==> config.mk <==
export PLATFORM = sky130hd
export DESIGN_NAME = multipli_booth_r4
export DESIGN_NICKNAME = d
export VERILOG_FILES = /design/src/rtl/multipli_booth_r4.sv
export SDC_FILE = /design/constraint.sdc
export NUM_CORES = 1
export LEC_CHECK = 0
export BUFFER_PORTS_ARGS = -buffer_cell sky130_fd_sc_hd__clkbuf_2
export CAP_MARGIN = 20
export CORE_UTILIZATION = 30
export CTS_CLUSTER_SIZE = 16
export DETAILED_ROUTE_END_ITERATION = 7
export SETUP_SLACK_MARGIN = 0.4
export SKIP_LAST_GASP = 1
export SLEW_MARGIN = 20
export SYNTH_ARGS = -nofsm -noshare
export SYNTH_HDL_FRONTEND = slang
export SYNTH_SLANG_ARGS = --single-unit
export TNS_END_PERCENT = 5
==> constraint.sdc <==
create_clock -name CLOCK -period 3.1 [get_ports CLOCK]
set_clock_uncertainty 0.05 [all_clocks]
set_input_delay 0.31 -clock CLOCK [delete_from_list [all_inputs] [get_ports CLOCK]]
set_output_delay 0.31 -clock CLOCK [all_outputs]
set_load 0.01 [all_outputs]
==> src/rtl/multipli_booth_r4.sv <==
`timescale 1ns/1ps
// -----------------------------------------------------------------------------
// multipli_booth_r4
// Sequential radix-4 (modified) Booth multiplier. It retires one recoded digit
// per clock, so a product takes N = (tamano+2)/2 iterations. Operands are
// treated as two's complement or as unsigned, selected per operation.
//
// Ports
//   CLOCK        system clock, all state updates on the rising edge
//   RESET        asynchronous, active-low reset
//   START        operation request, accepted only while idle
//   SIGNED_MODE  1 = two's-complement operands, 0 = unsigned (sampled with START)
//   A            multiplicand (sampled with START)
//   B            multiplier   (sampled with START)
//   S            product, holds the last result until the next END_MULT
//   END_MULT     one-cycle pulse, S is valid in that same cycle
//   BUSY         high from START acceptance through the END_MULT cycle
//
// Timing: START sampled at edge k -> END_MULT high after edge k+N+1.
// A new START is honoured only once the END_MULT cycle is over (BUSY low).
// -----------------------------------------------------------------------------
module multipli_booth_r4 #(
    parameter int tamano = 8
) (
    input  logic                  CLOCK,
    input  logic                  RESET,
    input  logic                  START,
    input  logic                  SIGNED_MODE,
    input  logic [tamano-1:0]     A,
    input  logic [tamano-1:0]     B,
    output logic [2*tamano-1:0]   S,
    output logic                  END_MULT,
    output logic                  BUSY
);

    // Two guard bits make unsigned operands look positive to the signed
    // recoder and keep W even, so W/2 Booth digits cover the whole operand.
    localparam int W  = tamano + 2;
    localparam int N  = W / 2;
    // The running sum never exceeds 3*|M|, so two bits above W are enough.
    localparam int AW = W + 2;
    localparam int CW = $clog2(N + 1);
    localparam logic [CW-1:0] CNT_LAST = CW'(N);

    if ((tamano % 2) != 0 || tamano < 4) begin : g_bad_param
        $error("multipli_booth_r4: tamano must be even and >= 4");
    end

    typedef enum logic [1:0] {
        ST_IDLE = 2'd0,
        ST_CALC = 2'd1,
        ST_DONE = 2'd2
    } state_t;

    // Extend an operand to W bits: sign-extend in signed mode, else zero-extend.
    function automatic logic [W-1:0] extend_op(input logic [tamano-1:0] op,
                                               input logic sgn);
        extend_op = {{2{sgn & op[tamano-1]}}, op};
    endfunction

    // Booth digit for triplet {q[1], q[0], q[-1]} applied to multiplicand m.
    function automatic logic [AW-1:0] booth_addend(input logic [2:0]   trip,
                                                   input logic [W-1:0] m);
        logic [AW-1:0] m1;
        logic [AW-1:0] m2;
        m1 = {{2{m[W-1]}}, m};
        m2 = {m1[AW-2:0], 1'b0};
        case (trip)
            3'b001, 3'b010: booth_addend = m1;
            3'b011:         booth_addend = m2;
            3'b100:         booth_addend = -m2;
            3'b101, 3'b110: booth_addend = -m1;
            3'b000, 3'b111: booth_addend = {AW{1'b0}};
            default:        booth_addend = {AW{1'b0}};
        endcase
    endfunction

    state_t              state_r;
    state_t              state_nxt_s;
    logic [CW-1:0]       cnt_r;
    logic [W-1:0]        m_r;
    logic [AW-1:0]       acc_r;
    logic [W-1:0]        q_r;
    logic                qm1_r;
    logic [2*tamano-1:0] s_r;
    logic                end_r;
    logic                busy_r;

    logic [AW-1:0]       sum_s;
    logic                accept_s;
    logic                step_s;
    logic                capture_s;
    logic                busy_nxt_s;
    logic                end_nxt_s;

    // State register plus the registered handshake outputs.
    always_ff @(posedge CLOCK or negedge RESET) begin
        if (!RESET) begin
            state_r <= ST_IDLE;
            end_r   <= 1'b0;
            busy_r  <= 1'b0;
        end else begin
            state_r <= state_nxt_s;
            end_r   <= end_nxt_s;
            busy_r  <= busy_nxt_s;
        end
    end

    // Next-state logic: CALC stays until the counter reaches N, i.e. N steps
    // done; the following edge captures the product and enters DONE.
    always_comb begin
        state_nxt_s = state_r;
        case (state_r)
            ST_IDLE: begin
                if (START) begin
                    state_nxt_s = ST_CALC;
                end else begin
                    state_nxt_s = ST_IDLE;
                end
            end
            ST_CALC: begin
                if (cnt_r == CNT_LAST) begin
                    state_nxt_s = ST_DONE;
                end else begin
                    state_nxt_s = ST_CALC;
                end
            end
            ST_DONE: state_nxt_s = ST_IDLE;
            default: state_nxt_s = ST_IDLE;
        endcase
    end

    // Output/control decode; BUSY and END_MULT are registered from the next state.
    always_comb begin
        accept_s   = (state_r == ST_IDLE) && START;
        step_s     = (state_r == ST_CALC) && (cnt_r != CNT_LAST);
        capture_s  = (state_r == ST_CALC) && (cnt_r == CNT_LAST);
        busy_nxt_s = (state_nxt_s != ST_IDLE);
        end_nxt_s  = (state_nxt_s == ST_DONE);
    end

    // Add the current Booth digit times M to the upper half of {acc, q}.
    always_comb begin
        sum_s = acc_r + booth_addend({q_r[1:0], qm1_r}, m_r);
    end

    // Datapath: operand latch, per-step add-and-shift by two, iteration count.
    always_ff @(posedge CLOCK or negedge RESET) begin
        if (!RESET) begin
            m_r   <= {W{1'b0}};
            acc_r <= {AW{1'b0}};
            q_r   <= {W{1'b0}};
            qm1_r <= 1'b0;
            cnt_r <= {CW{1'b0}};
        end else if (accept_s) begin
            m_r   <= extend_op(A, SIGNED_MODE);
            acc_r <= {AW{1'b0}};
            q_r   <= extend_op(B, SIGNED_MODE);
            qm1_r <= 1'b0;
            cnt_r <= {CW{1'b0}};
        end else if (step_s) begin
            acc_r <= {{2{sum_s[AW-1]}}, sum_s[AW-1:2]};
            q_r   <= {sum_s[1:0], q_r[W-1:2]};
            qm1_r <= q_r[1];
            cnt_r <= cnt_r + CW'(1'b1);
        end
    end

    // Result register: the product {acc, q} is exact in 2W bits, and its low
    // 2*tamano bits are the answer in both modes.
    always_ff @(posedge CLOCK or negedge RESET) begin
        if (!RESET) begin
            s_r <= {(2*tamano){1'b0}};
        end else if (capture_s) begin
            s_r <= {acc_r[tamano-3:0], q_r};
        end
    end

    assign S        = s_r;
    assign END_MULT = end_r;
    assign BUSY     = busy_r;

endmodule

After elaboration in Yosys (flattened, before gate mapping)
Cells that the tools add are included.
Word-level totals
  bits in writable memories: 0
  output and inout bits: 18
  word-level logic and storage cells: 48
  register bits after elaboration: 55
  input bits: 20
  ROM bits: 0
  memories kept: 0
  latch bits: 0
Operators by class
  reduce and logical (&&, ||, !) cells: 10
  div/mod/pow operators: 0
  add/sub/neg operators: 4
  bitwise logic cells: 2
  muxes and demuxes: 12
  eq/ne operators: 11
  $lt $le $gt $ge: 0
  $mul: 0
  shift-type cells: 0
Operators by type and width (count)
  12-bit case mux with 5 select lines: 1
  12-bit 2-to-1 mux: 2
  12-bit negation: 2
  10-bit 2-to-1 mux: 2
  3-bit == test (second input constant): 5
  12-bit adder: 1
  3-bit by 2-bit == test with 1-bit output (second input constant): 2
  3-bit 2-to-1 mux: 2
  2-bit OR reduction: 3
  2-bit case mux with 2 select lines: 1
  2-bit nonzero test: 2
  3-bit by 1-bit adder with 3-bit output (second input constant): 1
  3-bit by 1-bit == test with 1-bit output (second input constant): 1
  1-bit logical AND: 3
  3-bit logical NOT: 1
  1-bit 2-to-1 mux: 3
  3-bit != test (second input constant): 1
  1-bit AND: 2
  2-bit by 1-bit == test with 1-bit output (second input constant): 1
  2-bit == test (second input constant): 1
  2-bit logical NOT: 1
  2-bit 2-to-1 mux: 1

Logic depth before layout (Yosys ltp)
Gate-level depths: netlist (run 1).
  depth in word-level cells: 6
  gate-level depth with buffers: 17
  depth with buffers taken out: 17

Least setup slack after synthesis (run 1)
OpenSTA, ideal clock, no wires.
  kind: register to register
  start point: reg m_r[4]
  end point: reg acc_r[10]
  data arrival time: 3.058 ns
  required time: 2.932 ns
  path slack: -0.126 ns
  cell stages (with the launch flop): 16
  cells stage by stage: dfrtp_1 > buf_6 > or4_4 > nor3_1 > xnor2_1 > o21ai_0 > o211ai_1 > o21ai_0 > o2bb2ai_1 > ha_1 > a21o_1 > a211oi_1 > a21oi_1 > xnor2_2 > a21o_1 > a21o_1
On the way
  longest elaborated chain between the ends: 5
  elaborated cells between the ends (all ways): 6
  those cells by class: add/sub: 3; mux: 3
RTL lines
  start, declared: line 81  | logic [W-1:0] m_r;
  start signal, assigned: line 150  | m_r <= {W{1'b0}};
  start signal, assigned: line 156  | m_r <= extend_op(A, SIGNED_MODE);
  12-bit negation, on equally long branches: line 72, 71
  12-bit case mux with 5 select lines (*): line 68  | case (trip)
  12-bit adder (*): line 144  | sum_s = acc_r + booth_addend({q_r[1:0], qm1_r}, m_r);
  12-bit 2-to-1 mux (*): line 161  | end else if (step_s) begin
  12-bit 2-to-1 mux (*): line 155  | end else if (accept_s) begin
  end signal, assigned: line 151  | acc_r <= {AW{1'b0}};
  end signal, assigned: line 157  | acc_r <= {AW{1'b0}};
  end signal, assigned: line 162  | acc_r <= {{2{sum_s[AW-1]}}, sum_s[AW-1:2]};
  end, declared: line 82  | logic [AW-1:0] acc_r;
Mark *: on every way between the ends. The rest lies on a longest branch, timed or not. The select of a mux whose other input is x is not followed.
A chain may end at the register's enable or synchronous reset.

Worst setup path after layout (run 1)
  start point: reg m_r[1]
  end point: reg acc_r[10]
Same word-level chain as after synthesis.

==> results of run 1 <==
-- layer usage --
layer	wire, um	part of all wire [%]
met1	4020	48
met2	3970	47
met3	302	3.6
met4	112	1.3
met5	0	0
-- flip-flops by register name, summed over array words and instances (netlist names) --
signal,flops
cnt_r,3
END_MULT,1
m_r,9
S,16
BUSY,1
state_r,2
acc_r,10
qm1_r,1
q_r,10
-- per-stage QoR --
| stage | hold WS (ns) | setup WS (ns) |
|---|---|---|
| floorplan | -0.0356 | 0.0620 |
| CTS | 0.105 | -0.0278 |
| finish | 0.0634 | -0.0636 |
| global placement | 0.408 | -0.0134 |
| global route | 0.146 | -0.218 |
| detailed placement | 0.411 | -0.213 |
-- cells by family (layout without fill, tap and decap cells) --
| group | Yosys count | in the layout | share of synthesized area (%) |
|---|---|---|---|
| buf+inv | 28 | 109 | 3.64 |
| compound gates | 96 | 96 | 19.7 |
| flops | 53 | 53 | 42.8 |
| fa+ha+maj | 17 | 17 | 7.03 |
| mux | 5 | 5 | 1.78 |
| simple gates | 148 | 148 | 20.0 |
| xor+xnor | 17 | 17 | 5.05 |
-- cell usage in the layout (no fill, tap or decap), types with 2 or more instances in the layout --
cell / count
sky130_fd_sc_hd__nand3_1: 7
sky130_fd_sc_hd__clkbuf_8: 5
sky130_fd_sc_hd__nor3_1: 2
sky130_fd_sc_hd__dfrtp_1: 53
sky130_fd_sc_hd__clkbuf_2: 37
sky130_fd_sc_hd__o21ai_1: 5
sky130_fd_sc_hd__a31oi_1: 5
sky130_fd_sc_hd__nand2b_1: 2
sky130_fd_sc_hd__inv_2: 2
sky130_fd_sc_hd__nor2_1: 25
sky130_fd_sc_hd__nand2_1: 98
sky130_fd_sc_hd__xnor2_1: 7
sky130_fd_sc_hd__ha_1: 13
sky130_fd_sc_hd__a21oi_1: 12
sky130_fd_sc_hd__a22oi_1: 9
sky130_fd_sc_hd__o21bai_1: 2
sky130_fd_sc_hd__mux2_2: 4
sky130_fd_sc_hd__inv_1: 9
sky130_fd_sc_hd__o22ai_1: 3
sky130_fd_sc_hd__buf_4: 52
sky130_fd_sc_hd__o211ai_1: 3
sky130_fd_sc_hd__nor2b_1: 3
sky130_fd_sc_hd__o21a_1: 4
sky130_fd_sc_hd__a21o_1: 5
sky130_fd_sc_hd__xor2_1: 8
sky130_fd_sc_hd__o21ai_0: 30
sky130_fd_sc_hd__a211oi_1: 3
sky130_fd_sc_hd__a21oi_2: 2
-- layout make-up --
cell class                 count  area [um^2]
fill                        1029         5900
timing repair buffer          90          596
sequential                    53         1330
clock buffer                   5         68.8
clock inverter                 2         38.8
multi-input combinational    283         1770
tap                          133          166
inverter                      12         45.0
-- path summary, 6_finish.rpt --
path / startpoint / to / slack, ns / cells past startpoint
hold reg to reg: S[0] / S[0] / 0.43 / 2
hold / removal: RESET / m_r[3] / 0.06 / 2
setup / recovery: m_r[1] / acc_r[10] / -0.06 / 17
max in group asynchronous: RESET / S[1] / 2.47 / 2
setup reg to reg: m_r[1] / acc_r[10] / -0.06 / 17
min in group CLOCK: A[3] / m_r[3] / 0.17 / 3
-- critical path, delay by kind of cell, from the launching register on --
family	cells	cell delay, ns
xor gates and xnor gates	2	0.31
AOI/OAI and AO/OA	5	0.91
adders and majority gates	1	0.32
buffers and inverters	3	0.42
and+or+nand+nor	6	0.66
DFF	1	0.41
-- repair_timing --
| action | 4_1_cts | 5_1_grt |
|---|---|---|
| pin swaps | 11 | 10 |
| setup endpoints to repair | 7 | 9 |
| gates cloned | 0 | 0 |
| gates resized for setup | 13 | 5 |
| endpoints found under the hold margin | 0 | 0 |
| buffers inserted | 6 | 1 |
==> metrics.md, run 1 <==
| Metric | Value |
|---|---|
| Outcome | finished, violations left |
| Violations in the final reports | setup timing |
| Wire length per cell after detailed routing | ~15 um |
| Antenna diode count | 0 |
| Antenna violations before repair | 0 |
| List of cells traversed by the critical path | buf_4 -> buf_4 -> nor3_2 -> buf_4 -> nand2_1 -> xnor2_1 -> nor2_1 -> a211o_1 -> a21oi_1 -> nor2_1 -> ha_1 -> and3_1 -> nand3_1 -> a21oi_2 -> xnor2_2 -> a21o_1 -> a21o_1 |
| Wire length of the first global-routing pass | between 10000 and 15000 um |
| Layout cells sized above 1 | 27.9% |
| Delay contributed by the slowest stage of the critical path | between 0.4 and 0.5 ns |
| Highest fanout seen on the critical path | 3 |
| Hold buffers post-CTS | 0 |
| CP startpoint kind | flip-flop |
| Via count of the first global-routing pass | ~2900 |
| Worst path most repeated cell | sky130_fd_sc_hd__buf_4 |
| Total cell area at the placement stage | 3770 um^2 |
| Detailed router's first-iteration violation count | 141 |
| Crit-path slowest cell | sky130_fd_sc_hd__dfrtp_1 |
| Number of sinks driven by the clock tree | between 50 and 60 |
| Setup total negative slack | -0.132 ns |
| Max-slew headroom | 54.5% |
| Hpwl dp | around 6100 um |
| Post-layout instance area | 4010 um^2 |
| Final routed wirelength across all metal layers | 8400 um |
| Core footprint | 9910 um^2 |
| Syn nets | 400 |
| Effective utilization at floorplan | 31.2% |
| Least setup slack across all paths after layout | -0.0636 ns |
| EDFF count, synth | 0 |
| Count of endpoints failing hold in the final timing report | 0 |
| Main area contributors after synthesis | sky130_fd_sc_hd__dfrtp_1, sky130_fd_sc_hd__nand2_1, sky130_fd_sc_hd__ha_1 |
| CTS tree | done |
| GRT Total Usage | 16.4% |
| Global routing usage on met2 | approximately 27% |
| Maximum operating frequency | 316 MHz |
| Cell count after placement | 564 |
| Clock transition at path regs | 0.10 ns |
| Element type at the critical path end | flip-flop |
| Max Transition Viols Final | 0 |
| Critical path arrival | about 3.3 ns |
| Root cell of the clock tree | sky130_fd_sc_hd__clkbuf_8 |
| Worst min-delay path category | input port to async pin |
| Measured slew at the worst slew-check pin | about 0.68 ns |
| Fraction of post-synthesis cell area in the top cell type by area | 42.8% |
| DRC violations left | 0 |
| Setup repair after global routing missed its margin | true |
| Vert. Die Dim | 104 um |
| Most used standard cells in the synthesized netlist | sky130_fd_sc_hd__nand2_1, sky130_fd_sc_hd__dfrtp_1, sky130_fd_sc_hd__o21ai_0, sky130_fd_sc_hd__nor2_1 |
| Area added between synthesis and finish | 29.4% |
| Post-Route Utilization | 40.4% |
| Non-filler instance count after layout | approximately 580 |
| Total of flip-flops plus latches after synthesis | 53 |
| Global-route met3 utilization | 2.58% |
| Htree depth | 2 |
| Library cell with the highest instance count after synthesis | sky130_fd_sc_hd__nand2_1 |
| Busiest layer in global routing | met2 |
| Synthesized cell area | roughly 3100 um^2 |
| Count of nets left with antenna violations after detail routing | 0 |
| Width of the die | approximately 100 um |
| Largest net degree at the start of global routing | 54 |
| Gpl congestion | 0.880 |
| Gate count of the mapped netlist | between 300 and 400 |
| Time the worst path needs with I/O delays and setup | roughly 3.2 ns |
| Post-synthesis average cell area | 8.51 um^2 |
| Total number of placement rows | 36 |
| Top FF cell, synth | sky130_fd_sc_hd__dfrtp_1 |
| Seq/Total Area, Yosys | 42.8% |
| Top cell type by total area after synthesis | sky130_fd_sc_hd__dfrtp_1 |
| Number of violations of the max-capacitance limit | 0 |
| Number of vias after detailed routing | 2838 |
| Asr flop ratio synth | 100% |
| Kind of critical path | flip-flop to flip-flop |
| Vias per inst | 4.91 |
| Source-to-sink clock delay at the later pin of the worst-skew pair | 0.31 ns |
| TritonCTS buffer count | 5 |
| Area of the die | 10700 um^2 |
| Final Net Count | between 400 and 500 |
| Grt total ovfl | 0 |
| Final setup violation count | 3 |
| Count of boundary I/O pins | 38 |
| Number of warnings issued by yosys | 0 |
| Final Cycle Share | 102% |
| Buffer depth of the longest clock path | 2 |
| Required time reported for the critical path endpoint | roughly 3.3 ns |
| Number of search-and-repair iterations in the first detailed-routing pass | 4 |
| Met1 layer usage reported by global route | 21.9% |
| Port Buffer Count | 37 |
| Number of different library cells in the post-synthesis netlist | 47 |
Power of run 1 is left out: the tool's default activity adds up to more than one toggle a clock period on the data nets, which glitch-free logic cannot reach.
==> inputs of run 2 (changes only) <==
--- a/config.mk
+++ b/config.mk
@@ -7,6 +7,8 @@
 export LEC_CHECK = 0
 export BUFFER_PORTS_ARGS = -buffer_cell sky130_fd_sc_hd__clkbuf_2
 export CAP_MARGIN = 20
+export CORE_ASPECT_RATIO = 1.1
+export CORE_MARGIN = 1
 export CORE_UTILIZATION = 30
 export CTS_CLUSTER_SIZE = 16
 export DETAILED_ROUTE_END_ITERATION = 7
==> run 2 against run 1 <==
  * The run still ends with setup timing left
  * Worst setup slack got worse by 0.062 ns
  * Die area about the same
  * Non-clock buffer count is 17 higher
  * Via count is 3.8% higher
  * Utilization rose by 1.1 points
  * Critical endpoint unchanged
==> metrics.md, run 2 (synthesized netlist as in run 1, its figures left out) <==
| Metric | Value |
|---|---|
| Outcome | finished, violations left (unchanged) |
| Violations in the final reports | setup timing (unchanged) |
| Root cell of the clock tree | sky130_fd_sc_hd__clkbuf_8 (unchanged) |
| Final setup violation count | 3 (unchanged) |
| Htree depth | 2 (unchanged) |
| Buffer depth of the longest clock path | 2 (unchanged) |
| CP startpoint kind | flip-flop (unchanged) |
| Detailed router's first-iteration violation count | 121 (was 141) |
| Wire length of the first global-routing pass | 13900 um (was 14200 um) |
| Flip-flop count of the largest register after layout | 16 (unchanged) |
| Final routed wirelength across all metal layers | 8270 um (was 8400 um) |
| Core footprint | 9940 um^2 (was 9910 um^2) |
| CTS tree | done (unchanged) |
| Port Buffer Count | 37 (unchanged) |
| DRC violations left | 0 (unchanged) |
| TritonCTS buffer count | 5 (unchanged) |
| Worst path most repeated cell | sky130_fd_sc_hd__a21o_1 (was sky130_fd_sc_hd__buf_4) |
| Width of the die | 98.9 um (was 104 um) |
| Largest net degree at the start of global routing | 54 (unchanged) |
| Measured slew at the worst slew-check pin | 0.688 ns (was 0.683 ns) |
| Most common cell after layout, fill and taps aside | sky130_fd_sc_hd__nand2_1 (unchanged) |
| Count of nets left with antenna violations after detail routing | 0 (unchanged) |
| Post-layout instance area | 4130 um^2 (was 4010 um^2) |
| Crit-path slowest cell | sky130_fd_sc_hd__or4_4 (was sky130_fd_sc_hd__dfrtp_1) |
| Total number of placement rows | 38 (was 36) |
| Hold buffers post-CTS | 0 (unchanged) |
| Number of sinks driven by the clock tree | 53 (unchanged) |
| Antenna diode count | 0 (unchanged) |
| Clock transition at path regs | 0.11 ns (was 0.10 ns) |
| Number of violations of the max-capacitance limit | 0 (unchanged) |
| Time the worst path needs with I/O delays and setup | 3.23 ns (was 3.16 ns) |
| Wire length per cell after detailed routing | 14.2 um (was 14.5 um) |
| Max Transition Viols Final | 0 (unchanged) |
| Required time reported for the critical path endpoint | 3.28 ns (was 3.25 ns) |
| Number of vias after detailed routing | 2947 (was 2838) |
| GRT Total Usage | 16.2% (was 16.4%) |
| Setup repair after global routing missed its margin | true (unchanged) |
| Count of endpoints failing hold in the final timing report | 0 (unchanged) |
| Element type at the critical path end | flip-flop (unchanged) |
| Vias per inst | 5.05 (was 4.91) |
| Post-Place Worst Slack | -0.0998 ns (was -0.213 ns) |
| Gpl congestion | 0.859 (was 0.880) |
| Layout cells sized above 1 | 31.3% (was 27.9%) |
| Source-to-sink clock delay at the later pin of the worst-skew pair | 0.32 ns (was 0.31 ns) |
| Critical path arrival | 3.40 ns (was 3.32 ns) |
| Number of search-and-repair iterations in the first detailed-routing pass | 4 (unchanged) |
| Grt total ovfl | 0 (unchanged) |
| Area added between synthesis and finish | 33.3% (was 29.4%) |
| Effective utilization at floorplan | 31.2% (about the same) |
| List of cells traversed by the critical path | or4_4 -> nor3_4 -> xnor2_1 -> o21ai_1 -> o211ai_1 -> o21ai_1 -> o2bb2ai_2 -> ha_1 -> a21o_1 -> a211oi_2 -> a21oi_2 -> xnor2_2 -> a21o_1 -> a21o_1 (was buf_4 -> buf_4 -> nor3_2 -> buf_4 -> nand2_1 -> xnor2_1 -> nor2_1 -> a211o_1 -> a21oi_1 -> nor2_1 -> ha_1 -> and3_1 -> nand3_1 -> a21oi_2 -> xnor2_2 -> a21o_1 -> a21o_1) |
| Count of boundary I/O pins | 38 (unchanged) |
| Highest fanout seen on the critical path | 3 (unchanged) |
| Total cell area at the placement stage | 3820 um^2 (was 3770 um^2) |
| Final Net Count | 498 (was 481) |
| Most frequent cells in the layout | sky130_fd_sc_hd__nand2_1, sky130_fd_sc_hd__buf_4, sky130_fd_sc_hd__dfrtp_1 (was sky130_fd_sc_hd__nand2_1, sky130_fd_sc_hd__dfrtp_1, sky130_fd_sc_hd__buf_4) |
| Vert. Die Dim | 109 um (was 104 um) |
| Final Cycle Share | 104% (was 102%) |
| Via count of the first global-routing pass | 2941 (was 2861) |
| Delay contributed by the slowest stage of the critical path | 0.56 ns (was 0.41 ns) |
| Kind of critical path | flip-flop to flip-flop (unchanged) |
| Worst min-delay path category | input port to async pin (unchanged) |
| Area of the die | 10700 um^2 (about the same) |
| Hpwl dp | 5940 um (was 6080 um) |
| Least setup slack across all paths after layout | -0.126 ns (was -0.0636 ns) |
| Max-slew headroom | 54.1% (was 54.5%) |
| Antenna violations before repair | 0 (unchanged) |
| Maximum operating frequency | 310 MHz (was 316 MHz) |
-- run 2: area by class of cell --
class / count / area [um^2]
Fill cell: 983 / 5810
Sequential cell: 53 / 1330
Multi-Input combinational cell: 283 / 1780
Inverter: 12 / 45.0
Tap cell: 120 / 150
Timing Repair Buffer: 107 / 711
Clock inverter: 3 / 47.5
Clock buffer: 5 / 68.8
-- run 2: routing by layer --
metal  global-route usage, %  routed length, um
met5                       0                  0
met4                    5.86                161
met3                    2.52                234
met2                    28.2               4080
met1                    20.5               3790
-- run 2: path summary, 6_finish.rpt --
check / from / endpoint / slack, ns / cells past startpoint
max: m_r[5] / acc_r[10] / -0.13 / 14
min: RESET / q_r[2] / 0.05 / 2
max reg2reg: m_r[5] / acc_r[10] / -0.13 / 14
min reg2reg: S[10] / S[10] / 0.44 / 2
max in group asynchronous: RESET / m_r[7] / 2.50 / 2
min in group CLOCK: A[0] / m_r[0] / 0.14 / 3
-- run 2: critical path: cells and delay by family, from the launching register on --
family | cells | cell delay [ns]
compound gates | 9 | 1.31
xor+xnor | 2 | 0.28
fa+ha+maj | 1 | 0.33
flops | 1 | 0.41
simple gates | 2 | 0.78
-- run 2: timing repair --
action	4_1_cts	5_1_grt
hold endpoints to repair	0	0
setup buffers	9	4
gates resized for setup	15	4
endpoints found under the setup margin	7	8
pin swaps	18	14
-- run 2: through the flow --
step | instances | utilization (%) | hold WS (ns) | setup TNS, ns
CTS | 579 | 41.0 | 0.0810 | -0.0483
global route | 583 | 41.5 | 0.107 | -0.859
global placement | 562 | 38.5 | 0.409 | -0.0937
detailed placement | 562 | 38.5 | 0.412 | -0.174
floorplan | 364 | - | -0.0356 | 0
finish | 583 | 41.5 | 0.0510 | -0.248
Power of run 2 is left out for the same reason.
